--- src/rtl/posit_vector_engine.sv ---
// Streams posit vectors from a byte-wide read port through an external posit unit into a byte-wide write port.
// Optional cycle counter on io_cycles: define POSIT_VECTOR_ENGINE_PERF_COUNTER_EN.
module posit_vector_engine #(
    parameter int NBITS        = 32,
    parameter int ADDR_W       = 12,
    parameter int CNT_W        = 8,
    parameter int READ_LATENCY = 1
) (
    input  logic              clock,
    input  logic              reset,
    input  logic              io_start,
    input  logic              io_mode,
    input  logic [1:0]        io_op,
    input  logic [CNT_W-1:0]  io_count,
    input  logic [ADDR_W-1:0] io_a_address,
    input  logic [ADDR_W-1:0] io_b_address,
    input  logic [ADDR_W-1:0] io_result_address,
    output logic [ADDR_W-1:0] io_address_to_read,
    input  logic [7:0]        io_read_data,
    output logic [ADDR_W-1:0] io_address_to_write,
    output logic [7:0]        io_write_data,
    output logic              io_write_enable,
    output logic [NBITS-1:0]  io_unit_a,
    output logic [NBITS-1:0]  io_unit_b,
    output logic [1:0]        io_unit_op,
    output logic              io_unit_valid,
    input  logic              io_unit_ready,
    input  logic              io_unit_res_valid,
    input  logic [NBITS-1:0]  io_unit_res,
    output logic              io_completed,
    output logic [NBITS-1:0]  io_result,
    output logic [31:0]       io_cycles
);
    localparam int BYTES = NBITS / 8;
    localparam int CW    = $clog2(BYTES + READ_LATENCY + 1);
    localparam logic [CW-1:0] RD_LAST = CW'(BYTES + READ_LATENCY - 1);
    localparam logic [CW-1:0] RL_C    = CW'(READ_LATENCY);
    localparam logic [CW-1:0] WR_LAST = CW'(BYTES - 1);

    typedef enum logic [2:0] {S_IDLE, S_RD_A, S_RD_B, S_ISSUE, S_WAIT, S_WR, S_DONE} state_t;

    state_t            state_q;
    logic              mode_q, valid_q, we_q, done_q;
    logic [1:0]        op_q;
    logic [CNT_W-1:0]  count_q, i_q;
    logic [ADDR_W-1:0] a_base_q, b_base_q, r_base_q, off_q, rd_addr_q, waddr_q;
    logic [CW-1:0]     cnt_q;
    logic [NBITS-1:0]  opa_q, opb_q, res_q, wsh_q;
    logic [7:0]        wdata_q;

    // Bytes arrive least-significant first, so each new byte enters at the top.
    function automatic logic [NBITS-1:0] shift_in(input logic [NBITS-1:0] cur, input logic [7:0] b);
        logic [NBITS-1:0] t;
        t = cur >> 8;
        t[NBITS-1 -: 8] = b;
        return t;
    endfunction

    logic [CNT_W:0]    i_d;
    logic              more_elems;
    logic [ADDR_W-1:0] off_d, wr_addr_d;
    logic [NBITS-1:0]  wr_val_d;

    always_comb begin
        i_d        = {1'b0, i_q} + 1'b1;
        more_elems = i_d < {1'b0, count_q};
        off_d      = off_q + ADDR_W'(BYTES);
        wr_val_d   = (state_q == S_WAIT) ? io_unit_res : shift_in(opa_q, io_read_data);
        wr_addr_d  = mode_q ? r_base_q : r_base_q + off_q;
    end

    always_ff @(posedge clock) begin
        if (reset) begin
            state_q   <= S_IDLE;
            mode_q    <= 1'b0;
            valid_q   <= 1'b0;
            we_q      <= 1'b0;
            done_q    <= 1'b0;
            op_q      <= '0;
            count_q   <= '0;
            i_q       <= '0;
            a_base_q  <= '0;
            b_base_q  <= '0;
            r_base_q  <= '0;
            off_q     <= '0;
            rd_addr_q <= '0;
            waddr_q   <= '0;
            cnt_q     <= '0;
            opa_q     <= '0;
            opb_q     <= '0;
            res_q     <= '0;
            wsh_q     <= '0;
            wdata_q   <= '0;
        end else begin
            case (state_q)
                S_IDLE: if (io_start) begin
                    mode_q    <= io_mode;
                    op_q      <= io_op;
                    count_q   <= io_count;
                    a_base_q  <= io_a_address;
                    b_base_q  <= io_b_address;
                    r_base_q  <= io_result_address;
                    i_q       <= '0;
                    off_q     <= '0;
                    cnt_q     <= '0;
                    rd_addr_q <= io_a_address;
                    if (io_count == '0) begin
                        state_q <= S_DONE;
                        done_q  <= 1'b1;
                    end else begin
                        state_q <= S_RD_A;
                    end
                end
                S_RD_A, S_RD_B: begin
                    rd_addr_q <= rd_addr_q + 1'b1;
                    cnt_q     <= cnt_q + 1'b1;
                    // Reduction: element 0 seeds the accumulator (opa), later elements feed operand b.
                    if (cnt_q >= RL_C) begin
                        if (state_q == S_RD_B || (mode_q && i_q != '0))
                            opb_q <= shift_in(opb_q, io_read_data);
                        else
                            opa_q <= shift_in(opa_q, io_read_data);
                    end
                    if (cnt_q == RD_LAST) begin
                        cnt_q <= '0;
                        if (state_q == S_RD_A && !mode_q) begin
                            state_q   <= S_RD_B;
                            rd_addr_q <= b_base_q + off_q;
                        end else if (mode_q && i_q == '0) begin
                            if (count_q == CNT_W'(1)) begin
                                res_q   <= wr_val_d;
                                state_q <= S_WR;
                                we_q    <= 1'b1;
                                waddr_q <= wr_addr_d;
                                wdata_q <= wr_val_d[7:0];
                                wsh_q   <= wr_val_d >> 8;
                            end else begin
                                i_q       <= CNT_W'(1);
                                off_q     <= off_d;
                                rd_addr_q <= a_base_q + off_d;
                            end
                        end else begin
                            state_q <= S_ISSUE;
                            valid_q <= 1'b1;
                        end
                    end
                end
                S_ISSUE: if (io_unit_ready) begin
                    valid_q <= 1'b0;
                    state_q <= S_WAIT;
                end
                S_WAIT: if (io_unit_res_valid) begin
                    res_q <= io_unit_res;
                    if (mode_q) opa_q <= io_unit_res;
                    if (mode_q && more_elems) begin
                        i_q       <= i_d[CNT_W-1:0];
                        off_q     <= off_d;
                        rd_addr_q <= a_base_q + off_d;
                        cnt_q     <= '0;
                        state_q   <= S_RD_A;
                    end else begin
                        state_q <= S_WR;
                        we_q    <= 1'b1;
                        waddr_q <= wr_addr_d;
                        wdata_q <= wr_val_d[7:0];
                        wsh_q   <= wr_val_d >> 8;
                        cnt_q   <= '0;
                    end
                end
                S_WR: begin
                    if (cnt_q == WR_LAST) begin
                        we_q  <= 1'b0;
                        cnt_q <= '0;
                        if (!mode_q && more_elems) begin
                            i_q       <= i_d[CNT_W-1:0];
                            off_q     <= off_d;
                            rd_addr_q <= a_base_q + off_d;
                            state_q   <= S_RD_A;
                        end else begin
                            state_q <= S_DONE;
                            done_q  <= 1'b1;
                        end
                    end else begin
                        cnt_q   <= cnt_q + 1'b1;
                        waddr_q <= waddr_q + 1'b1;
                        wdata_q <= wsh_q[7:0];
                        wsh_q   <= wsh_q >> 8;
                    end
                end
                S_DONE: if (!io_start) begin
                    done_q  <= 1'b0;
                    state_q <= S_IDLE;
                end
                default: state_q <= S_IDLE;
            endcase
        end
    end

`ifdef POSIT_VECTOR_ENGINE_PERF_COUNTER_EN
    logic [31:0] cyc_q;
    always_ff @(posedge clock) begin
        if (reset)
            cyc_q <= '0;
        else if (state_q == S_IDLE && io_start)
            cyc_q <= '0;
        else if (state_q != S_IDLE && state_q != S_DONE && cyc_q != '1)
            cyc_q <= cyc_q + 1'b1;
    end
    assign io_cycles = cyc_q;
`else
    assign io_cycles = '0;
`endif

    assign io_address_to_read  = rd_addr_q;
    assign io_address_to_write = waddr_q;
    assign io_write_data       = wdata_q;
    assign io_write_enable     = we_q;
    assign io_unit_a           = opa_q;
    assign io_unit_b           = opb_q;
    assign io_unit_op          = op_q;
    assign io_unit_valid       = valid_q;
    assign io_completed        = done_q;
    assign io_result           = res_q;
endmodule
--- config.mk ---
export PLATFORM = sky130hd
export DESIGN_NAME = posit_vector_engine
export DESIGN_NICKNAME = d
export VERILOG_FILES = /design/src/rtl/posit_vector_engine.sv
export SDC_FILE = /design/constraint.sdc
export NUM_CORES = 1
export LEC_CHECK = 0
export ABC_AREA = 1
export CAP_MARGIN = 20
export CORE_MARGIN = 2
export CORE_UTILIZATION = 53
export DETAILED_ROUTE_END_ITERATION = 12
export PLACE_DENSITY = 0.82
export SYNTH_ARGS = -nofsm -noshare
export SYNTH_HDL_FRONTEND = slang
export SYNTH_SLANG_ARGS = --single-unit
--- constraint.sdc ---
create_clock -name clock -period 3 [get_ports clock]
set_input_delay 0.45 -clock clock [delete_from_list [all_inputs] [get_ports clock]]
set_output_delay 0.45 -clock clock [all_outputs]
set_load 0.01 [all_outputs]
==> results.yml, run 1 <==
outcome:
  status: "completed"
grt:
  met3_usage_pct: 5.757
  grt_pass1_wl_mm: 62.24
  busiest_layer: "met2"
  grt_overflow: 0
  track_usage_pct: 29.22
  antenna_found_initial: 1
  gr-usage-met1_pct: 37.11
  gr-usage-met2_pct: 49.72
  grt_max_degree: 75
  grt_pass1_vias: 12520
power_and_ir_drop:
  clock_power_share_pct: 22.2
  total_power_mw: 14.09
  switching_share_pct: 42.56
  pwr-share-seq_pct: 30.7
  p_per_area_nw_per_um2: 875.6
  power_switching_mw: 5.996
  irDropWorstVdd_mv: 0.5737
  power_leakage_nw: 6.938
  intPower_mw: 8.090
  comb_power_share_pct: 47.0
timing:
  drv_slew: 0
  hold_viol: 0
  fin_crit_sh_pct: 93.32
  fmax_ghz: 0.3572
  min_period_ps: 2800
  slew_headroom_pct: 56.65
  tightest_slew_ps: 649.4
  rsz0062_at_grt: "yes"
  finalSetupViolCount: 0
  clock_skew_ps: 8.313
final_layout:
  final_area_um2: 16090
  final_nets: 2263
  syn2layout_area_growth_pct: 26.15
  fillers: 2020
  drive_gt1_share_pct: 6.160
  antenna_cells: 0
detailed_routing:
  dr_total_vias: 13410
  antenna_left: 0
  drt_wl_total_mm: 38.87
  dr.pass1.iters: 6
  dr.first_iter.drc_count: 1130
  viasPerCell: 5.445
  avgRoutedWirePerCell_um: 15.79
  drc: 0
run:
  cap_violations: 0
place:
  gp_congestion: 0.9514
  port_buffers: 224
  dpl-instance-area_um2: 15160
  dp_hpwl_mm: 27.65
critical_path:
  cp.required_ps: 3430
  endpoint_kind: "flip-flop"
  start_kind: "flip-flop"
  crit_type: "flip-flop to flip-flop"
  crit_path_max_fanout: 22
  cp_data_arrival_time_ps: 3230
clock_network:
  cts_sinks: 226
  clkTransAtPathRegs_ps: 60
  cts_tree: "built"
  htree_levels: 1
  numCtsBuffers: 25
  insertion_delay_ps: 540
  clock_path_buffers: 3
  clockRootBuffer: "clkbuf_16"
  cts_hold_buf: 0
synthesis:
  synthesis.instances: 1937
  syn_area_um2: 12750
  ys_warn_count: 0
  ys_ff_latch: 226
  synth.yosys.seq_area_share_pct: 35.48
  avgSynthCellArea_um2: 6.584
  ys_types: 44
  synth-main-ff-cell: "dfxtp_1"
  async_flop_share_pct: 0
  synth-edff-count: 0
die:
  die_area_um2: 25320
  die_w_um: 159.1
  num_io_pins: 257
  core_um2: 23540
  start_util_pct: 54.17
  placementRows: 56
  die_h_um: 159.1
worst_hold_path:
  hold_path_class: "primary input to flip-flop"
-- metal layers --
layer | part of all wire [%] | up-vias
met5 | 0.041 | -
met4 | 3.4 | 2
met3 | 8.5 | 92
met2 | 47 | 557
met1 | 41 | 6113
li1 | - | 6642
-- sequential cells by signal, indices dropped and copies added, names as in the netlist --
| signal | count |
|---|---|
| off_q | 10 |
| b_base_q | 12 |
| r_base_q | 12 |
| mode_q | 1 |
| io_address_to_read | 12 |
| state_q | 3 |
| io_address_to_write | 12 |
| io_unit_valid | 1 |
| io_completed | 1 |
| io_unit_a | 32 |
| i_q | 8 |
| io_result | 32 |
| io_write_data | 8 |
| a_base_q | 12 |
| io_write_enable | 1 |
| count_q | 8 |
| io_unit_b | 32 |
| wsh_q | 24 |
| cnt_q | 3 |
| io_unit_op | 2 |
-- worst paths after layout --
path | startpoint | to | slack [ps] | depth (start not counted)
worst max-delay path | i_q[1] | io_address_to_read[10] | 200 | 17
worst min-delay path | reset | wsh_q[6] | 290 | 2
worst min register to register | b_base_q[1] | b_base_q[1] | 450 | 2
worst max register to register | i_q[1] | io_address_to_read[10] | 200 | 17
-- logic make-up after synthesis --
family / synth area share, %
other cells: 0.02940
simple gates: 29.50
fa+ha+maj: 4.415
flops: 35.48
compound gates: 17.53
buf+inv: 11.25
xor+xnor: 1.717
mux: 0.07849
-- Yosys cell counts, drive strengths merged, types with 7 or more instances --
cell type	n	area (um2)
a211oi	7	52.55
a21oi	198	1006
a311oi	8	70.07
buf	59	407.9
clkbuf	73	274.0
dfxtp	226	4524
ha	45	563.0
inv	200	753.2
nand2	445	1703
nand3	148	775.7
nand4	27	168.9
nor2	210	820.8
nor3	40	200.2
o21ai	188	940.9
or2	7	43.80
xor2	19	166.4
-- worst max-delay path: stages (launching register included) --
cell,delay (ps)
dfxtp_1,350
ha_1,190
nand2_1,90
nor2_4,140
nand3_2,110
xor2_2,190
inv_1,60
ha_1,290
a21o_1,160
nand3_1,70
nand2_1,70
nor2_2,140
nand3_1,110
nand2_2,200
nand3_4,140
buf_12,180
nor2_1,130
nor2_1,60
-- power by group through the flow --
stage	Sequential, mW	Combinational (mW)	Clock [mW]
after floorplan	4.40	4.12	0
after global placement	4.35	6.29	0
after detailed placement	4.36	6.40	0
after CTS	4.32	6.44	3.17
after global routing	4.41	7.33	3.29
final	4.33	6.62	3.13
-- per-stage QoR --
step	worst slack (ps)	TNS, ps	cells	hold slack, ps	util [%]
floorplan	415.9	0	1969	424.5	-
global placement	214.5	0	2415	436.2	64.38
detailed placement	99.85	0	2415	442.1	64.38
CTS	75.58	0	2459	267.6	67.92
global route	-39.28	-49.74	2462	275.8	68.34
finish	200.5	0	2462	285.1	68.34
-- cell type report --
class	count	area [um2]	area share, %
clock buffer	36	726.9	4.519
clock inverter	8	107.6	0.6688
inverter	200	758.2	4.713
multi-input combinational	1412	6985	43.42
sequential	226	4526	28.13
tap	319	399.1	2.481
timing repair buffer	261	2585	16.07
-- timing repair --
item | CTS | global route
gates resized for setup | 0 | 15
endpoints found under the setup margin | 0 | 75
setup buffers | 0 | 1
-- layout by cell type, fill, tap and decap left out, types with 8 or more instances in the layout --
cell type and n:
a21oi_1 195, nand2_1 436, o21ai_1 9, dfxtp_1 225, clkdlybuf4s50_1 223, nand3_1 143
nand4_1 27, nor2_2 13, buf_4 33, ha_1 45, nor3_1 39, a311oi_1 8
o21ai_0 179, clkbuf_16 26, nor2_1 195, inv_2 11, xor2_1 17, conb_1 33
inv_1 188
Power figures use the tool's default switching activity.
==> run 2, diff against run 1 <==
--- a/config.mk
+++ b/config.mk
@@ -11,6 +11,7 @@
 export CORE_UTILIZATION = 53
 export DETAILED_ROUTE_END_ITERATION = 12
 export PLACE_DENSITY = 0.82
+export SLEW_MARGIN = 20
 export SYNTH_ARGS = -nofsm -noshare
 export SYNTH_HDL_FRONTEND = slang
 export SYNTH_SLANG_ARGS = --single-unit
==> results of run 2 <==
Final layout, timing and power as in run 1 (identical DEF).
